File: src/rtl/usb_rx_wire_sampler_if.sv
// Receive-side handshake between the wire sampler and the SIE line-state receiver.
interface usb_rx_wire_sampler_if;
    logic [1:0] RxWireDataOut;
    logic       RxWireDataWEn;
    logic       RxWireReady;

    modport master (
        output RxWireDataOut,
        output RxWireDataWEn,
        input  RxWireReady
    );

    modport slave (
        input  RxWireDataOut,
        input  RxWireDataWEn,
        output RxWireReady
    );
endinterface

File: src/rtl/usb_rx_wire_sampler.sv
// USB receive front end: pin synchroniser, optional deglitch (USB_RX_GLITCH_FILTER_EN),
// edge-locked mid-bit sampling and a small line-state FIFO toward the SIE receiver.
module usb_rx_wire_sampler #(
    parameter int OVERSAMPLE = 4,
    parameter int FIFO_DEPTH = 4
) (
    input  logic                  clk,
    input  logic                  rst,
    input  logic [1:0]            USBWireDataIn,
    input  logic                  rxEn,
    input  logic                  lowSpeed,
    output logic                  rxOverflow,
    usb_rx_wire_sampler_if.master rx_bus
);
    localparam int CNT_W = $clog2(OVERSAMPLE * 8);
    localparam int AW    = $clog2(FIFO_DEPTH);

    localparam logic [CNT_W-1:0] FS_LAST = CNT_W'(OVERSAMPLE - 1);
    localparam logic [CNT_W-1:0] FS_HALF = CNT_W'(OVERSAMPLE / 2);
    localparam logic [CNT_W-1:0] LS_LAST = CNT_W'(OVERSAMPLE * 8 - 1);
    localparam logic [CNT_W-1:0] LS_HALF = CNT_W'(OVERSAMPLE * 4);

    logic [1:0]       s1, s, f, f_prev;
    logic             low_speed_q;
    logic             line_edge;
    logic [CNT_W-1:0] cnt, period_last, period_half;
    logic             strobe;

    // NOTE: every clocked register uses <= so all flops see pre-edge values of each other.
    always_ff @(posedge clk) begin
        if (!rst) begin
            s1 <= 2'b00;
            s  <= 2'b00;
        end else begin
            s1 <= USBWireDataIn;
            s  <= s1;
        end
    end

`ifdef USB_RX_GLITCH_FILTER_EN
    logic [1:0] s_d;

    // A level must be seen on two consecutive clocks before it is accepted.
    always_ff @(posedge clk) begin
        if (!rst) begin
            s_d <= 2'b00;
            f   <= 2'b00;
        end else begin
            s_d <= s;
            if (s == s_d) f <= s;
        end
    end
`else
    assign f = s;
`endif

    assign line_edge   = (f != f_prev);
    assign period_last = lowSpeed ? LS_LAST : FS_LAST;
    assign period_half = lowSpeed ? LS_HALF : FS_HALF;
    assign strobe      = rxEn && (cnt == period_half);

    // The edge cycle itself is phase 0, so the counter restarts at 1.
    always_ff @(posedge clk) begin
        if (!rst) begin
            f_prev      <= 2'b00;
            low_speed_q <= 1'b0;
            cnt         <= '0;
        end else begin
            f_prev      <= f;
            low_speed_q <= lowSpeed;
            if (!rxEn || (lowSpeed != low_speed_q))
                cnt <= '0;
            else if (line_edge)
                cnt <= CNT_W'(1);
            else if (cnt == period_last)
                cnt <= '0;
            else
                cnt <= cnt + CNT_W'(1);
        end
    end

    logic [1:0]  mem [FIFO_DEPTH];
    logic [AW:0] wptr, rptr;
    logic        empty, full, pop, push;

    assign empty = (wptr == rptr);
    assign full  = (wptr[AW] != rptr[AW]) && (wptr[AW-1:0] == rptr[AW-1:0]);
    assign pop   = !empty && rx_bus.RxWireReady;
    assign push  = strobe && (!full || pop);

    always_ff @(posedge clk) begin
        if (!rst) begin
            wptr       <= '0;
            rptr       <= '0;
            rxOverflow <= 1'b0;
        end else if (!rxEn) begin
            wptr       <= '0;
            rptr       <= '0;
            rxOverflow <= 1'b0;
        end else begin
            if (push) wptr <= wptr + (AW + 1)'(1);
            if (pop)  rptr <= rptr + (AW + 1)'(1);
            if (strobe && full && !pop) rxOverflow <= 1'b1;
        end
    end

    // NOTE: storage has no reset; the pointers define validity and the head is gated while empty.
    always_ff @(posedge clk) begin
        if (push) mem[wptr[AW-1:0]] <= f;
    end

    assign rx_bus.RxWireDataWEn = !empty;
    assign rx_bus.RxWireDataOut = empty ? 2'b00 : mem[rptr[AW-1:0]];
endmodule

File: src/flat_wrapper.sv
// flat-port wrapper written by rule: the top's interface ports become plain ports
module usb_rx_wire_sampler_flat 
#(
    parameter int OVERSAMPLE = 4,
    parameter int FIFO_DEPTH = 4
)
  (clk, rst, USBWireDataIn, rxEn, lowSpeed, rxOverflow, rx_bus_RxWireDataOut, rx_bus_RxWireDataWEn, rx_bus_RxWireReady);
  usb_rx_wire_sampler_if rx_bus_i ();
  input  logic clk;
  input  logic rst;
  input  logic [1:0] USBWireDataIn;
  input  logic rxEn;
  input  logic lowSpeed;
  output logic rxOverflow;
  output wire logic [$bits(rx_bus_i.RxWireDataOut)-1:0] rx_bus_RxWireDataOut;
  output wire logic [$bits(rx_bus_i.RxWireDataWEn)-1:0] rx_bus_RxWireDataWEn;
  input wire logic [$bits(rx_bus_i.RxWireReady)-1:0] rx_bus_RxWireReady;
  assign rx_bus_RxWireDataOut = rx_bus_i.RxWireDataOut;
  assign rx_bus_RxWireDataWEn = rx_bus_i.RxWireDataWEn;
  assign rx_bus_i.RxWireReady = rx_bus_RxWireReady;
  usb_rx_wire_sampler #(.OVERSAMPLE(OVERSAMPLE), .FIFO_DEPTH(FIFO_DEPTH)) u_core (.clk(clk), .rst(rst), .USBWireDataIn(USBWireDataIn), .rxEn(rxEn), .lowSpeed(lowSpeed), .rxOverflow(rxOverflow), .rx_bus(rx_bus_i));
endmodule
File: config.mk
export PLATFORM = sky130hd
export DESIGN_NAME = usb_rx_wire_sampler_flat
export DESIGN_NICKNAME = d
export VERILOG_FILES = /design/src/rtl/usb_rx_wire_sampler_if.sv /design/src/rtl/usb_rx_wire_sampler.sv /design/src/flat_wrapper.sv
export SDC_FILE = /design/constraint.sdc
export NUM_CORES = 1
export LEC_CHECK = 0
export CAP_MARGIN = 25
export CORE_MARGIN = 5
export CORE_UTILIZATION = 41
export DETAILED_ROUTE_END_ITERATION = 6
export PLACE_DENSITY = 0.65
export SLEW_MARGIN = 20
export SYNTH_ARGS = -nofsm -noshare
export SYNTH_HDL_FRONTEND = slang
export SYNTH_SLANG_ARGS = --single-unit
File: constraint.sdc
create_clock -name clk -period 1.74 [get_ports clk]
set_input_delay 0.261 -clock clk [delete_from_list [all_inputs] [get_ports clk]]
set_output_delay 0.261 -clock clk [all_outputs]
set_load 0.02 [all_outputs]
======== After elaboration in Yosys (flattened, before gate mapping) ========
Memory sizes are Yosys's and may differ from the RTL's. A register that Yosys moved wholly into a read port is not among the register bits.
Index checks and enable logic that the tools add are counted.
storage, ports and cells
  memory bits (writable) .................. 8
  memories kept ........................... 1
  output and inout bits ................... 4
  bits of input ports ..................... 7
  flip-flop bits (word level) ............. 19
  word-level logic and storage cells ...... 45
operators by class
  reduce and logical (&&, ||, !) cells .... 15
  equal/unequal tests ..................... 7
  muxes and demuxes ....................... 9
  bitwise gates (word level) .............. 1
  add/sub/neg operators ................... 3
memories
  name        words  bits a word  read ports  clocked after memory_dff  write ports  RTL line                   source
  u_core.mem  4      2            1           1                         1            usb_rx_wire_sampler.sv:82  logic [1:0] mem [FIFO_DEPTH];
operators with widths
  cell                 number
  $eq 5x5->1           2
  $mux 5               2
  $add 3x1->3 const B  2
  $logic_and 1x1->1    6
  $mux 2               3
  $add 5x1->5 const B  1
  $logic_not 1->1      4
  $mux 1               4
  $reduce_or 4->1      1
  $eq 3x3->1           1
  $eq 2x2->1           1
  $logic_or 1x1->1     2
  $ne 1x1->1           2
  $ne 2x2->1           1
  $reduce_and 2->1     1
  $reduce_or 2->1      1
  $not 1->1            1

======== Depth between registers and ports, before layout ========
Gate-level depths: netlist of run 1.
  depth after elaboration ................. 7
  gate-level depth with buffers ........... 4
  depth with buffers taken out ............ 4

======== Worst setup path before layout of run 1 ========
No wires, ideal clock.
  path type ............................... flip-flop to flip-flop
  from .................................... register u_core.wptr[1]
  to ...................................... register u_core.wptr[2]
  data required time ...................... 1619 ps
  path buffers ............................ 0
  arrival ................................. 1548 ps
  setup time .............................. 121 ps
  period minus slack after synthesis ...... 1669 ps
  path slack .............................. 71 ps
  stages on the path, launching flop included .. 5
  cell sequence ........................... dfxtp_1 -> xor2_1 -> or4_4 -> and3_4 -> mux2_4
between the ends
  word-level cells in the longest chain between the ends .. 5
  elaborated cells on any way between the ends .. 9
  classes of those cells .................. 1 x add/sub; 2 x eq/ne; 6 x reduce/logical
ends and longest elaborated chain
  element                                                      RTL line                                              source
  start, declared                                              usb_rx_wire_sampler.sv:83                             logic [AW:0] wptr, rptr;
  start signal, assigned                                       usb_rx_wire_sampler.sv:101                            if (push) wptr <= wptr + (AW + 1)'(1);
  $eq 3x3->1 / $eq 2x2->1 (equally long branches)              usb_rx_wire_sampler.sv:86, usb_rx_wire_sampler.sv:87
  $logic_not 1->1 / $logic_and 1x1->1 (equally long branches)  usb_rx_wire_sampler.sv:88, usb_rx_wire_sampler.sv:87
  $logic_and 1x1->1 / $logic_not 1->1 (equally long branches)  usb_rx_wire_sampler.sv:88, usb_rx_wire_sampler.sv:89
  $logic_or 1x1->1                                             usb_rx_wire_sampler.sv:89                             assign push = strobe && (!full || pop);
  $logic_and 1x1->1                                            usb_rx_wire_sampler.sv:89
Several ways; a longest one is shown, not always the timed one.
A chain may end at the register's enable or synchronous reset.

======== Worst setup path after layout of run 1 ========
Same ends and word-level chain as after synthesis.

==> results of run 1 <==
## report_power, final
group | switching (mW) | internal [mW] | leakage, nW | total (mW)
clock | 0.207 | 0.146 | 0.0300 | 0.353
combinational | 0.0200 | 0.0279 | 0.403 | 0.0478
sequential | 0.00653 | 0.699 | 0.246 | 0.706
## Yosys cell counts, drive strengths merged, types with 2 or more instances
master	number	area [sq um]
a21oi	3	15.0
and2	7	43.8
and3	5	40.0
dfxtp	21	420
edfxtp	8	240
ha	6	75.1
inv	4	15.0
mux4	2	45.0
nand3	5	25.0
nor2	12	45.0
nor2b	2	12.5
nor4	2	12.5
o21ai	4	20.0
xnor2	2	17.5
xor2	10	95.1
## area by class of cell
class                   instances  share of cell area
flip-flops and latches         29               0.417
clock buffers                   5              0.0235
clock inverters                 3             0.00785
inverters                       4             0.00942
repair buffers                 29               0.148
multi-input cells              74               0.368
well taps                      33              0.0259
## worst paths after layout
kind                     to  cells past startpoint  slack, ns
max          u_core.wptr[2]                      5      0.003
min             u_core.f[1]                      1       0.44
max reg2reg  u_core.wptr[2]                      5      0.003
min reg2reg     u_core.f[1]                      1       0.44
## what timing repair did
item | CTS | global route
pin swaps | 1 | 1
gates resized for setup | 15 | 4
setup buffers | 1 | 0
endpoints found under the setup margin | 4 | 14
## state kept, by name, summed over array words and instances, names as in the netlist, named ones only
signal              flops
u_core.rptr             3
u_core.cnt              5
u_core.f_prev           2
u_core.mem              8
u_core.rxOverflow       1
u_core.s1               2
u_core.f                2
u_core.low_speed_q      1
u_core.wptr             3
## routing by layer
metal / vias to the layer above / wire [um] / global-route usage
li1: 446 / - / -
met1: 410 / 923 / 0.129
met2: 15 / 1090 / 0.209
met3: 5 / 100 / 0.0624
met4: 0 / 50 / 0.0633
met5: - / 0 / 0
## cells by family after synthesis
logic type / synth area share
buf+inv: 0.0121
fa+ha+maj: 0.0606
mux: 0.0566
flops: 0.533
compound gates: 0.0535
xor+xnor: 0.0909
simple gates: 0.193
## per-stage QoR
stage,std cells,area [sq um],util
final,177,1590,0.535
after global routing,177,1590,0.535
after CTS,177,1580,0.530
after detailed placement,168,1520,0.509
after global placement,168,1520,0.509
after floorplan,107,1240,-
==> metrics, run 1 <==
FF/Latch Area ~660 sq um; Top-Level Pins 11; Vias about 880; first-pass iteration count of the detailed router 4; Post-synth EDFFs 8; Worst Path Max Fanout 5; RSZ-0062 raised after global routing true; prevailing post-synth register cell dfxtp_1; vias per cell just under 5; worst-skew pair later-pin latency 0.31 ns; Cell variety after synth 32; P_leak 0.679 nW; Fmax 576 MHz; initial antenna violation count 0; drt wl/cell roughly 12 um; Worst setup SP type flop; Crit. Startpoint u_core.wptr[1]; Critical Path RT around 2.0 ns; 1st-iter DRT viols 12; gpl congestion 0.821; port buffer count 10; DPL Wire Length between 1.5 and 2 mm; Ys Warns 0; commonest non-fill, non-tap cell in the layout buf_4; TritonCTS buffer count 5; area of the mapped netlist 1240 sq um; DRT Wirelength roughly 2.2 mm; Worst setup EP type flop; Nets 156; worst slew pin tran 0.383 ns; reg-to-reg startpoint u_core.wptr[1]; Post-Route Skew 0.0117 ns; final setup violation count 0; Final Hold Fails 0; die area ~4200 sq um; worst path bufs/invs 1; Hold Path Class flop to flop; CTS Hold Buffers Added 0; Die H about 65 um; CTS tree built; # H-tree levels 2; Multi-input gate area approximately 590 sq um; fill count around 260; Total GRT Usage 0.126; Layout area overhead 28.7%; Critical-path top delay cell or4_4; Arr. time, crit path 1.95 ns; Starting Density 0.416; Max Cap Violations 0; Root Buffer clkbuf_4; Max Slew Vio Count 0; Site Rows 20; syn_nets 120; core area ~3000 sq um; Place WS -0.195 ns; slew margin rel. 0.741; share of layout cells above drive strength 1 0.306; Final ANT Viol Nets 0; Yosys reg bits 29; cells after synthesis 107; first-pass GRT wire length approximately 3.9 mm; Tmin final 1.74 ns; critical setup path kind flop to flop; clk slew on worst S/H paths approximately 0.090 ns; largest net degree at the start of global routing 10; Avg Cell Area, Syn 11.6 sq um; total power about 1.1 mW; Fin Setup TNS 0 ns; register area share after synthesis 0.533; # clock sinks 29; CP max stage delay 0.53 ns; PwrDens between 600 and 700 nW/um^2; critical-path cell list xor2_1 > buf_4 > or4_4 > and3_4 > mux2_4; clock buffer depth 2; HP Start u_core.s1[1]; most frequent cells in the layout buf_4, dfxtp_1, nor2_1; largest delay contributor family on the critical path simple AND/OR/NAND/NOR gates; vias in the first global route 899; outcome completed; GRT Residual Overflow 0; final worst slack between 0.003 and 0.004 ns; crit share post-route 0.998; VDD IR max between 0.3 and 0.4 mV; overall die width 65.0 um; Hold WS approximately 0.44 ns; async set or reset register ratio after synthesis 0; Ant. Diodes 0; detailed-route DRC error count 0
(Power assumes the default switching activity.)
==> run 2: changes to the inputs <==
--- a/config.mk
+++ b/config.mk
@@ -6,10 +6,12 @@
 export NUM_CORES = 1
 export LEC_CHECK = 0
 export CAP_MARGIN = 25
+export CELL_PAD_IN_SITES_DETAIL_PLACEMENT = 1
+export CELL_PAD_IN_SITES_GLOBAL_PLACEMENT = 1
 export CORE_MARGIN = 5
-export CORE_UTILIZATION = 41
+export CORE_UTILIZATION = 40
 export DETAILED_ROUTE_END_ITERATION = 6
-export PLACE_DENSITY = 0.65
+export PLACE_DENSITY = 0.76
 export SLEW_MARGIN = 20
 export SYNTH_ARGS = -nofsm -noshare
 export SYNTH_HDL_FRONTEND = slang
==> run 2 against run 1 <==
Sequential share of layout area shrank 1.6 points. The flow now finishes with violations (negative setup slack). Largest cell class unchanged. Final cell count grew 1.7%. Clock skew grew 0.0016 ns. Core utilization grew 1.8 points.
==> metrics, run 2 (synthesized netlist as in run 1, its figures left out) <==
# clock sinks 29; Top-Level Pins 11; Top Metal Used met4; TritonCTS buffer count 5; first-pass iteration count of the detailed router 4; most frequent cells in the layout buf_4, dfxtp_1, nor2_1; crit share post-route 1.01; Hold Path Class flop to flop; core area between 3000 and 4000 sq um; Crit. Startpoint u_core.rptr[1]; DPL Wire Length roughly 2.0 mm; VDD IR max about 0.35 mV; PwrDens ~700 nW/um^2; initial antenna violation count 0; detailed-route DRC error count 0; first-pass GRT wire length between 4 and 5 mm; clk slew on worst S/H paths about 0.09 ns; worst-skew pair later-pin latency 0.33 ns; gpl congestion ~0.80; final worst slack -0.0147 ns; slew margin rel. 0.725; Post-Route Skew roughly 0.013 ns; critical setup path kind flop to flop; Fmax around 570 MHz; Max Slew Vio Count 0; Fin Setup TNS -0.0147 ns; Place WS -0.192 ns; Arr. time, crit path 1.98 ns; final setup violation count 1; Post-Route M1 WL roughly 1.1 mm; Worst Hold End u_core.f[1]; vias in the first global route 1004; Core Util, Final 0.553; share of layout cells above drive strength 1 0.367; hold path cells 1; Critical Path RT slightly below 2 ns; Tmin final roughly 1.8 ns; Layout area overhead 34.0%; CTS tree built; reg-to-reg startpoint u_core.rptr[1]; cell count along the critical path 5; WL met2 between 1 and 1.5 mm; die area 4310 sq um; drt wl/cell between 10 and 15 um; Critical-path top delay cell or4_4; Worst Path Max Fanout 5; Hold WS between 0.4 and 0.5 ns; outcome finished with violations; HP Start u_core.s1[1]; critical-path cell list xor2_2 > buf_4 > or4_4 > and3_4 > mux2_4; P_leak ~0.7 nW; Max Cap Violations 0; Die H around 66 um; Worst setup EP type flop; CP max stage delay 0.53 ns; Ant. Diodes 0; CTS Hold Buffers Added 0; largest delay contributor family on the critical path simple AND/OR/NAND/NOR gates; 1st-iter DRT viols 15; Final ANT Viol Nets 0; R2R cell count 5; # H-tree levels 2; dpl cell area approximately 1500 sq um; failing checks negative setup slack; largest net degree at the start of global routing 11; clock buffer depth 2; Nets between 150 and 200; Site Rows 20; Worst setup SP type flop; worst path bufs/invs 1; end of the worst register-to-register path u_core.wptr[2]; max reg flops 8; Root Buffer clkbuf_4; WL met3 about 90 um; GRT Residual Overflow 0; vias per cell 5.04; worst slew pin tran slightly above 0.4 ns; Vias between 900 and 1000; commonest non-fill, non-tap cell in the layout buf_4; Final Hold Fails 0; Total GRT Usage 0.145; DRT Wirelength about 2.6 mm; Starting Density 0.413; R2R setup slack -0.01 ns; Final Instance Area roughly 1700 sq um; RSZ-0062 raised after global routing true; port buffer count 10; overall die width between 60 and 70 um
## run 2: cell types whose count changed in the layout (fill, tap and decap cells not counted), sizes merged
cell / before / now
buf: 21 / 25
clkdlybuf4s15: 1 / 0
clkinv: 3 / 2
clkinvlp: 0 / 1
## run 2: through the flow
stage,total power [mW],std cells
floorplan,0.739,107
global placement,0.769,170
CTS,1.16,180
finish,1.15,180
detailed placement,0.772,170
global route,1.21,180
## run 2: power by group
part           leakage [nW]  internal [mW]  switching, mW
logic                 0.431         0.0292         0.0227
clock network        0.0310          0.152          0.236
registers             0.246          0.699        0.00648
## run 2: worst max path at each step
stage                                    endpoint  slack [ns]
final                              u_core.wptr[2]       -0.01
after global routing      rx_bus_RxWireDataOut[0]       -0.06
after CTS                          u_core.wptr[2]       -0.04
after detailed placement           u_core.wptr[2]       -0.19
after global placement             u_core.wptr[2]       -0.15
after floorplan                    u_core.wptr[2]        0.07
## run 2: repair_timing
action,in CTS,in global routing
hold endpoints to repair,0,0
buffers inserted,2,0
resized for setup,19,12
pin swaps,3,5
endpoints found under the setup margin,4,12
cloned,0,0
## run 2: final cells by class
| class | instances | area (sq um) |
|---|---|---|
| clock buffers | 5 | 37.5 |
| well taps | 33 | 41.3 |
| fillers | 338 | 1340 |
| inverters | 4 | 15.0 |
| clock inverters | 3 | 17.5 |
| flip-flops and latches | 29 | 666 |
| multi-input cells | 74 | 627 |
| repair buffers | 32 | 256 |
## run 2: routing by layer
| layer | track usage | vias to the layer above |
|---|---|---|
| li1 | - | 450 |
| met1 | 0.153 | 439 |
| met2 | 0.254 | 13 |
| met3 | 0.0513 | 5 |
| met4 | 0.0699 | 0 |
| met5 | 0 | - |
==> run 3: changes to the inputs <==
==> constraint.sdc (replaced) <==
create_clock -name clk -period 1.6 [get_ports clk]
set_input_delay 0.24 -clock clk [delete_from_list [all_inputs] [get_ports clk]]
set_output_delay 0.24 -clock clk [all_outputs]
set_load 0.02 [all_outputs]
==> run 3 against run 2 <==
The flow still finishes with violations (negative setup slack). Critical endpoint is now rx_bus_RxWireDataOut[1]. Final cell count decreased by 0.56%. Clock skew is 0.0056 ns lower. Wire length decreased by 1.9%. Die area is the same. Sequential share of layout area is 0.18 points higher. Critical path depth is 2 lower.
==> metrics, run 3 (synthesized netlist as in run 1, its figures left out) <==
port buffer count 10; Place WS -0.342 ns; clk slew on worst S/H paths around 0.090 ns; overall die width ~66 um; slew margin rel. 0.730; CTS Hold Buffers Added 0; 1st-iter DRT viols 8; final setup violation count 6; first-pass GRT wire length ~4.4 mm; DRT Wirelength 2.58 mm; Core Util, Final 0.550; core area between 3000 and 4000 sq um; worst slew pin tran about 0.4 ns; Die H 65.7 um; reg-to-reg startpoint u_core.rptr[1]; critical-path cell list mux4_2 > nor2b_4 > buf_6; Post-Route Skew just under 0.008 ns; die area between 4000 and 5000 sq um; max reg flops 8; detailed-route DRC error count 0; cell count along the critical path 3; Max Slew Vio Count 0; crit share post-route 1.06; Vias 900; VDD IR max about 0.37 mV; worst path bufs/invs 1; PwrDens roughly 770 nW/um^2; R2R cell count 4; Final Instance Area between 1500 and 2000 sq um; Worst setup EP type output pin; Worst Path Max Fanout 1; Fmax slightly below 600 MHz; outcome finished with violations; Ant. Diodes 0; Tmin final about 1.7 ns; Crit. Startpoint u_core.mem[3][1]; Worst setup SP type flop; final worst slack -0.0999 ns; largest net degree at the start of global routing 10; P_leak around 0.71 nW; worst-skew pair later-pin latency ~0.32 ns; GRT Residual Overflow 0; Final Hold Fails 0; initial antenna violation count 0; Critical Path RT about 1.4 ns; gpl congestion 0.742; Max Cap Violations 0; Fin Setup TNS -0.379 ns; first-pass iteration count of the detailed router 4; CP max stage delay between 0.4 and 0.5 ns; # H-tree levels 2; Nets roughly 160; TritonCTS buffer count 5; hold path cells 1; FF/Latch Area around 670 sq um; most frequent cells in the layout buf_4, dfxtp_1, nor2_1; vias in the first global route between 900 and 1000; Layout area overhead 33.4%; Root Buffer clkbuf_4; CTS tree built; Arr. time, crit path 1.46 ns; Critical-path top delay cell mux4_2; Total GRT Usage 0.140; # clock sinks 29; critical setup path kind flop to output pin; clock buffer depth 2; Starting Density 0.413; largest delay contributor family on the critical path multiplexers; dpl cell area 1540 sq um; Hold Path Class flop to flop; Multi-input gate area a little over 600 sq um; share of layout cells above drive strength 1 0.342; vias per cell slightly above 5; Top-Level Pins 11; commonest non-fill, non-tap cell in the layout buf_4; failing checks negative setup slack; fill count between 300 and 400; HP Start u_core.s1[1]; Final ANT Viol Nets 0; Site Rows 20; DPL Wire Length about 2 mm; RSZ-0062 raised after global routing true; drt wl/cell 14.4 um
run 3: final timing paths:
check	slack [ns]	to
hold reg to reg	0.44	u_core.f[1]
hold / removal	0.44	u_core.f[1]
setup reg to reg	-0.08	u_core.wptr[2]
setup / recovery	-0.1	rx_bus_RxWireDataOut[1]
run 3: layer usage:
metal	vias up	wire, um	global-route usage	part of all wire
met4	0	46	0.0933	0.018
met5	-	0	0	0
met3	4	82	0.0462	0.032
met2	9	1330	0.242	0.51
li1	451	-	-	-
met1	436	1130	0.143	0.44
run 3: layout make-up:
class / instances / area share
clock inverter: 2 / 0.00530
timing repair buffer: 31 / 0.157
multi-input combinational: 74 / 0.370
inverter: 4 / 0.00908
clock buffer: 6 / 0.0310
sequential: 29 / 0.403
tap: 33 / 0.0250
run 3: through the flow:
step	std cells	power, mW	hold WS (ns)
6_report	179	1.27	0.441
5_1_grt	179	1.34	0.464
4_1_cts	179	1.29	0.447
3_5_place_dp	170	0.843	0.428
3_3_place_gp	170	0.839	0.417
2_1_floorplan	107	0.803	0.362
run 3: where the power goes:
group	internal (mW)	switching (mW)
sequential	0.761	0.00646
clock	0.206	0.238
combinational	0.0337	0.0251
run 3: repair_timing:
action                                  CTS  global route
resized for setup                        17            10
endpoints found under the setup margin    5            12
endpoints found under the hold margin     0             0
pin swaps                                 3             0
setup buffers                             1             0
run 3: worst register-to-register path, stage by stage (launching register included):
cell	delay (ns)
dfxtp_2	0.34
xor2_2	0.21
or4_4	0.57
and3_4	0.18
mux2_4	0.28
